<file path="src/rtl/counter_timer_arbiter.sv">
// counter_timer_arbiter
// Shares one up-counting interval timer between N_REQ requesters. A winner is
// picked in IDLE. The counter runs from 0 up to that winner's latched terminal
// count, and then a one-cycle done pulse goes back to the winner.
// Optional build macro: FIXED_PRIORITY_EN selects lowest-index-wins arbitration
// instead of round-robin. When it is set, there is no rr_ptr.
//
// state | meaning
// ------+----------------------------------------------------------
// IDLE  | no owner; counter held at 0; arbitrating pending requests
// RUN   | owner holds grant; counter steps until it equals term
// DONE  | done pulse cycle; grant and counter held, then release
module counter_timer_arbiter #(
  parameter int N_REQ = 4,
  parameter int CNT_W = 4
) (
  input  logic                   clk,
  input  logic                   rst,
  input  logic [N_REQ-1:0]       req,
  input  logic [N_REQ*CNT_W-1:0] len,
  output logic [N_REQ-1:0]       grant,
  output logic                   busy,
  output logic [N_REQ-1:0]       done,
  output logic [CNT_W-1:0]       cnt,
  output logic [2:0]             owner
);

  typedef enum logic [1:0] {S_IDLE, S_RUN, S_DONE} state_t;

  state_t             state, state_nxt;
  logic [N_REQ-1:0]   grant_nxt, done_nxt;
  logic               busy_nxt;
  logic [CNT_W-1:0]   cnt_nxt, term, term_nxt;
  logic [2:0]         owner_nxt;

  logic [2:0]         win_idx;
  logic [N_REQ-1:0]   win_onehot;
  logic [CNT_W-1:0]   win_len;
  logic               req_owner;

`ifndef FIXED_PRIORITY_EN
  logic [2:0]         rr_ptr, rr_nxt;
  logic [2:0]         owner_inc;
  logic [2*N_REQ-1:0] req_dbl;
  logic [N_REQ-1:0]   req_rot;
  logic [3:0]         sum;
`endif

  // Owner's request still present; grant is one-hot on the owner while RUN.
  assign req_owner = |(req & grant);

`ifndef FIXED_PRIORITY_EN
  // Index after the current owner, wrapping at N_REQ.
  assign owner_inc = (owner == 3'(N_REQ-1)) ? 3'd0 : owner + 3'd1;
`endif

  // Winner selection, the one-hot form of the winner, and the winner's terminal count.
  always_comb begin
    win_idx    = '0;
    win_onehot = '0;
    win_len    = '0;
`ifdef FIXED_PRIORITY_EN
    for (int i = N_REQ-1; i >= 0; i--) begin
      if (req[i]) win_idx = 3'(i);
    end
`else
    // Rotate so that bit 0 is rr_ptr; the lowest set bit is the next in turn.
    req_dbl = {req, req} >> rr_ptr;
    req_rot = req_dbl[N_REQ-1:0];
    sum     = '0;
    for (int k = N_REQ-1; k >= 0; k--) begin
      if (req_rot[k]) begin
        sum = {1'b0, rr_ptr} + 4'(k);
        if (sum >= 4'(N_REQ)) sum = sum - 4'(N_REQ);
        win_idx = sum[2:0];
      end
    end
`endif
    for (int i = 0; i < N_REQ; i++) begin
      win_onehot[i] = (win_idx == 3'(i));
      if (win_idx == 3'(i)) win_len = len[i*CNT_W +: CNT_W];
    end
  end

  // Next-state and registered-output values.
  always_comb begin
    state_nxt = state;
    grant_nxt = grant;
    done_nxt  = '0;
    busy_nxt  = busy;
    cnt_nxt   = cnt;
    owner_nxt = owner;
    term_nxt  = term;
`ifndef FIXED_PRIORITY_EN
    rr_nxt    = rr_ptr;
`endif
    case (state)
      S_IDLE: begin
        cnt_nxt = '0;
        if (|req) begin
          state_nxt = S_RUN;
          grant_nxt = win_onehot;
          owner_nxt = win_idx;
          term_nxt  = win_len;
          busy_nxt  = 1'b1;
        end
      end
      S_RUN: begin
        // Abort wins over completion in the same cycle.
        if (!req_owner) begin
          state_nxt = S_IDLE;
          grant_nxt = '0;
          busy_nxt  = 1'b0;
          cnt_nxt   = '0;
`ifndef FIXED_PRIORITY_EN
          rr_nxt    = owner_inc;
`endif
        end else if (cnt == term) begin
          // Terminal is checked before incrementing, so the counter never wraps.
          state_nxt = S_DONE;
          done_nxt  = grant;
        end else begin
          cnt_nxt = cnt + 1'b1;
        end
      end
      S_DONE: begin
        state_nxt = S_IDLE;
        grant_nxt = '0;
        busy_nxt  = 1'b0;
        cnt_nxt   = '0;
`ifndef FIXED_PRIORITY_EN
        rr_nxt    = owner_inc;
`endif
      end
      default: begin
        state_nxt = S_IDLE;
        grant_nxt = '0;
        busy_nxt  = 1'b0;
        cnt_nxt   = '0;
      end
    endcase
  end

  // State and output registers, synchronous reset.
  always_ff @(posedge clk) begin
    if (rst) begin
      state  <= S_IDLE;
      grant  <= '0;
      done   <= '0;
      busy   <= 1'b0;
      cnt    <= '0;
      owner  <= '0;
      term   <= '0;
`ifndef FIXED_PRIORITY_EN
      rr_ptr <= '0;
`endif
    end else begin
      state  <= state_nxt;
      grant  <= grant_nxt;
      done   <= done_nxt;
      busy   <= busy_nxt;
      cnt    <= cnt_nxt;
      owner  <= owner_nxt;
      term   <= term_nxt;
`ifndef FIXED_PRIORITY_EN
      rr_ptr <= rr_nxt;
`endif
    end
  end

endmodule

</file>
<file path="config.mk">
export PLATFORM = sky130hd
export DESIGN_NAME = counter_timer_arbiter
export DESIGN_NICKNAME = d
export VERILOG_FILES = /design/src/rtl/counter_timer_arbiter.sv
export SDC_FILE = /design/constraint.sdc
export NUM_CORES = 1
export LEC_CHECK = 0
export ABC_AREA = 1
export CORE_MARGIN = 2
export CORE_UTILIZATION = 25
export CTS_CLUSTER_SIZE = 12
export DETAILED_ROUTE_END_ITERATION = 10
export GPL_ROUTABILITY_DRIVEN = 0
export SETUP_SLACK_MARGIN = 0.02
export SYNTH_ARGS = -nofsm -noshare
export SYNTH_HDL_FRONTEND = slang
export SYNTH_SLANG_ARGS = --single-unit
</file>
<file path="constraint.sdc">
create_clock -name clk -period 2 [get_ports clk]
set_clock_uncertainty 0.05 [all_clocks]
set_input_delay 0.4 -clock clk [delete_from_list [all_inputs] [get_ports clk]]
set_output_delay 0.4 -clock clk [all_outputs]
set_load 0.01 [all_outputs]
</file>
==> flow_summary.yaml <==
global_routing:
  grtUsageMet2_pct: 22.3
  grt_most_used_layer: "met2"
  grt_first_pass_wirelength_mm: 6.47
  groute.layer.met1.usage_pct: 15.6
  groute.usage.overall_pct: 12.9
  total_overflow_reported_by_the_global_router: 0
  first_global_vias: 1474
  initial_antenna_violation_count: 0
  largest_net_degree_at_the_start_of_global_routing: 16
  gr-usage-met3_pct: 2.47
worst_setup_path:
  worst_setup_path_end_kind: "flop"
  timing.critical_path.arrival_ns: 1.96
  crit_path_top_delay_cell: "sky130_fd_sc_hd__dfxtp_1"
  critPathLaunchType: "flop"
  worst_path_dominant_cell_family: "simple AND/OR/NAND/NOR gates"
  capture_point_of_the_worst_reg_to_reg_path: "term[3]"
  timing.critical_path.cells: "buf_4, nand2_1, nand3_1, nand2_1, nand3_1, nand2_1, nand2_1, nand2_8, inv_4, nand3_1, nand3_1, nand2_1, a21oi_2"
  timing.critical_path.mode_cell: "sky130_fd_sc_hd__nand2_1"
  cpPeakStageDelay_ns: 0.38
  ff2ff_setup_slack_ns: 0.20
  regToRegStartpoint: "rr_ptr[0]"
  critical_path_required_ns: 2.16
  crit_fanout: 15
  criticalPathCategory: "reg -> reg"
  timing.reg2reg.worst_path_depth: 13
  worst-path-buf-inv: 2
floorplan:
  core_sq_um: 5570
  ioPinCount: 38
  dieWidth_um: 80.7
  dieHeight_um: 80.7
  num_rows: 27
  initial_cell_density_of_the_core_pct: 26.4
  fp.dieArea_sq_um: 6500
synthesis:
  synth_warnings: 0
  synth_commonest_cells: "sky130_fd_sc_hd__nand2_1, sky130_fd_sc_hd__dfxtp_1, sky130_fd_sc_hd__inv_1"
  post-synth-top-area-cell: "sky130_fd_sc_hd__dfxtp_1"
  number_of_flops_mapped_to_enable_cells_by_yosys: 0
  syn-num-nets: 232
  post_synth_inst_count: 207
  postSynthRegisterBits: 25
  synth_cell_types: 31
  ys_dominant_reg_cell: "sky130_fd_sc_hd__dfxtp_1"
  synth_most_common_cell: "sky130_fd_sc_hd__nand2_1"
  synth_top_area_share_pct: 34.1
  yosysSeqAreaShare_pct: 34.1
  postSynth.asyncResetShare_pct: 0
  post_synth_instance_area_sq_um: 1470
  netlist_top_cells_area: "sky130_fd_sc_hd__dfxtp_1, sky130_fd_sc_hd__nand2_1, sky130_fd_sc_hd__nand3_1"
  synthesis.area_per_instance_sq_um: 7.10
worst_hold_path:
  hold_path_class: "reg -> reg"
  worstHoldStart: "busy"
  worstHoldPathCells: 2
  min_to: "busy"
timing:
  finalSetupViolations: 0
  postLayoutSetupSlackWorst_ns: 0.200
  worst_slew_margin_rel_pct: 73.2
  rsz0062_at_grt: "yes"
  fmax_mhz: 556
  worst_slew_pin_slew_ns: 0.397
  final_period_minus_worst_setup_slack_ns: 1.80
  min_period_over_period_pct: 90.0
  hold_viol_final: 0
  count_of_final_max_slew_check_failures: 0
clock_network:
  cts_setup_buffers: 0
  ctsLongestPathBuffers: 2
  cts_htree_levels: 1
  clk_root_buffer_cell: "sky130_fd_sc_hd__clkbuf_8"
  post_cts_hold_buffer_count: 0
  clock_sink_count: 25
  insertion_delay_ns: 0.28
  cts_inserted_buffers: 3
  clk_pin_slew_worst_paths_ns: 0.09
  tritoncts: "built"
  post_cts.resized_instances: 1
power:
  static-leakage-power_nw: 0.962
  power.density_cell_area_nw_per_um2: 1120
  maximum_vdd_ir_drop_v: 0.000583
routing:
  route.detailed.vias_per_inst: 4.48
  vias: 1500
  wl_per_cell_um: 11.6
  remaining_drc_errors: 0
  dr.pass1.iters: 4
  drt_first_iter_violations: 42
  detail_route.wirelength_mm: 3.90
  detail-route-antenna-nets: 0
place:
  preCtsSetupSlack_ns: -0.280
  place.port_buffers: 37
  detailedPlacementHpwl_mm: 3.12
cells_and_area:
  layout.core_utilization_pct: 37.7
  final_nets: 289
  diodes: 0
  layout-drive-gt1-share_pct: 19.4
  layout-area-overhead-vs-synth_pct: 43.2
run_status:
  outcome: "completed"
job:
  drv_cap: 0
[placed cells by master (no fill, tap or decap), drive strengths merged]
cell type,count
dlygate4sd2,1
buf,18
dfxtp,25
nand4,3
nor3,3
nand2,58
clkbuf,3
a21boi,1
and3,1
clkinv,1
nor2,21
dlymetal6s2s,3
inv,31
ha,3
o211a,1
nand3b,3
clkdlybuf4s50,33
o21ai,9
o211ai,1
nor4,1
o32ai,4
xor2,4
nand3,21
a211oi,2
a21oi,12
[per-layer routing]
metal | vias up | routed length [um]
met5 | - | 0
met4 | 0 | 63
met3 | 5 | 143
met2 | 22 | 1880
met1 | 688 | 1810
li1 | 785 | -
[cell families after synthesis]
group	synth area share, %
simple gates	36.8
buf+inv	9.88
xor+xnor	2.38
flops	34.1
compound gates	14.3
fa+ha+maj	2.56
[final cells by class]
cell class,instances,area [sq um]
Multi-Input combinational cell,148,832
Tap cell,72,90.1
Timing Repair Buffer,55,512
Clock buffer,3,41.3
Sequential cell,25,502
Fill cell,600,3470
Inverter,31,121
Clock inverter,1,5.00
[worst max-delay path by stage]
stage,start,endpoint,slack [ns],cells past startpoint
after floorplan,rr_ptr[0],term[2],0.32,13
after CTS,req[2],term[3],0.05,15
final,rr_ptr[0],term[3],0.20,13
after global placement,req[3],term[3],-0.22,14
after global routing,rr_ptr[0],term[3],-0.006,13
after detailed placement,req[3],term[3],-0.28,15
[state kept, by name, summed over array words and instances (netlist names)]
signal / flops
grant: 4
owner: 3
done: 4
busy: 1
rr_ptr: 3
term: 4
state: 2
cnt: 4
[worst min-delay path, stage by stage (launching register included)]
cell,delay (ns)
sky130_fd_sc_hd__dfxtp_1,0.33
sky130_fd_sc_hd__nand3_1,0.08
sky130_fd_sc_hd__nand2_1,0.04
[through the flow]
stage | hold slack [ns] | setup TNS [ns] | total power, mW | cell area [sq um] | std cells
after floorplan | 0.407 | 0 | 1.64 | 1470 | 207
after global placement | 0.416 | -2.86 | 2.01 | 2040 | 331
after detailed placement | 0.427 | -3.42 | 2.04 | 2040 | 331
after CTS | 0.444 | 0 | 2.35 | 2080 | 335
after global routing | 0.462 | -0.00600 | 2.58 | 2100 | 335
final | 0.438 | 0 | 2.36 | 2100 | 335
[report_power, final]
| group | internal [mW] | switching (mW) |
|---|---|---|
| Sequential | 0.603 | 0.0972 |
| Clock | 0.140 | 0.169 |
| Combinational | 0.562 | 0.794 |
| Total | 1.30 | 1.06 |
Power figures use the tool's default switching activity.
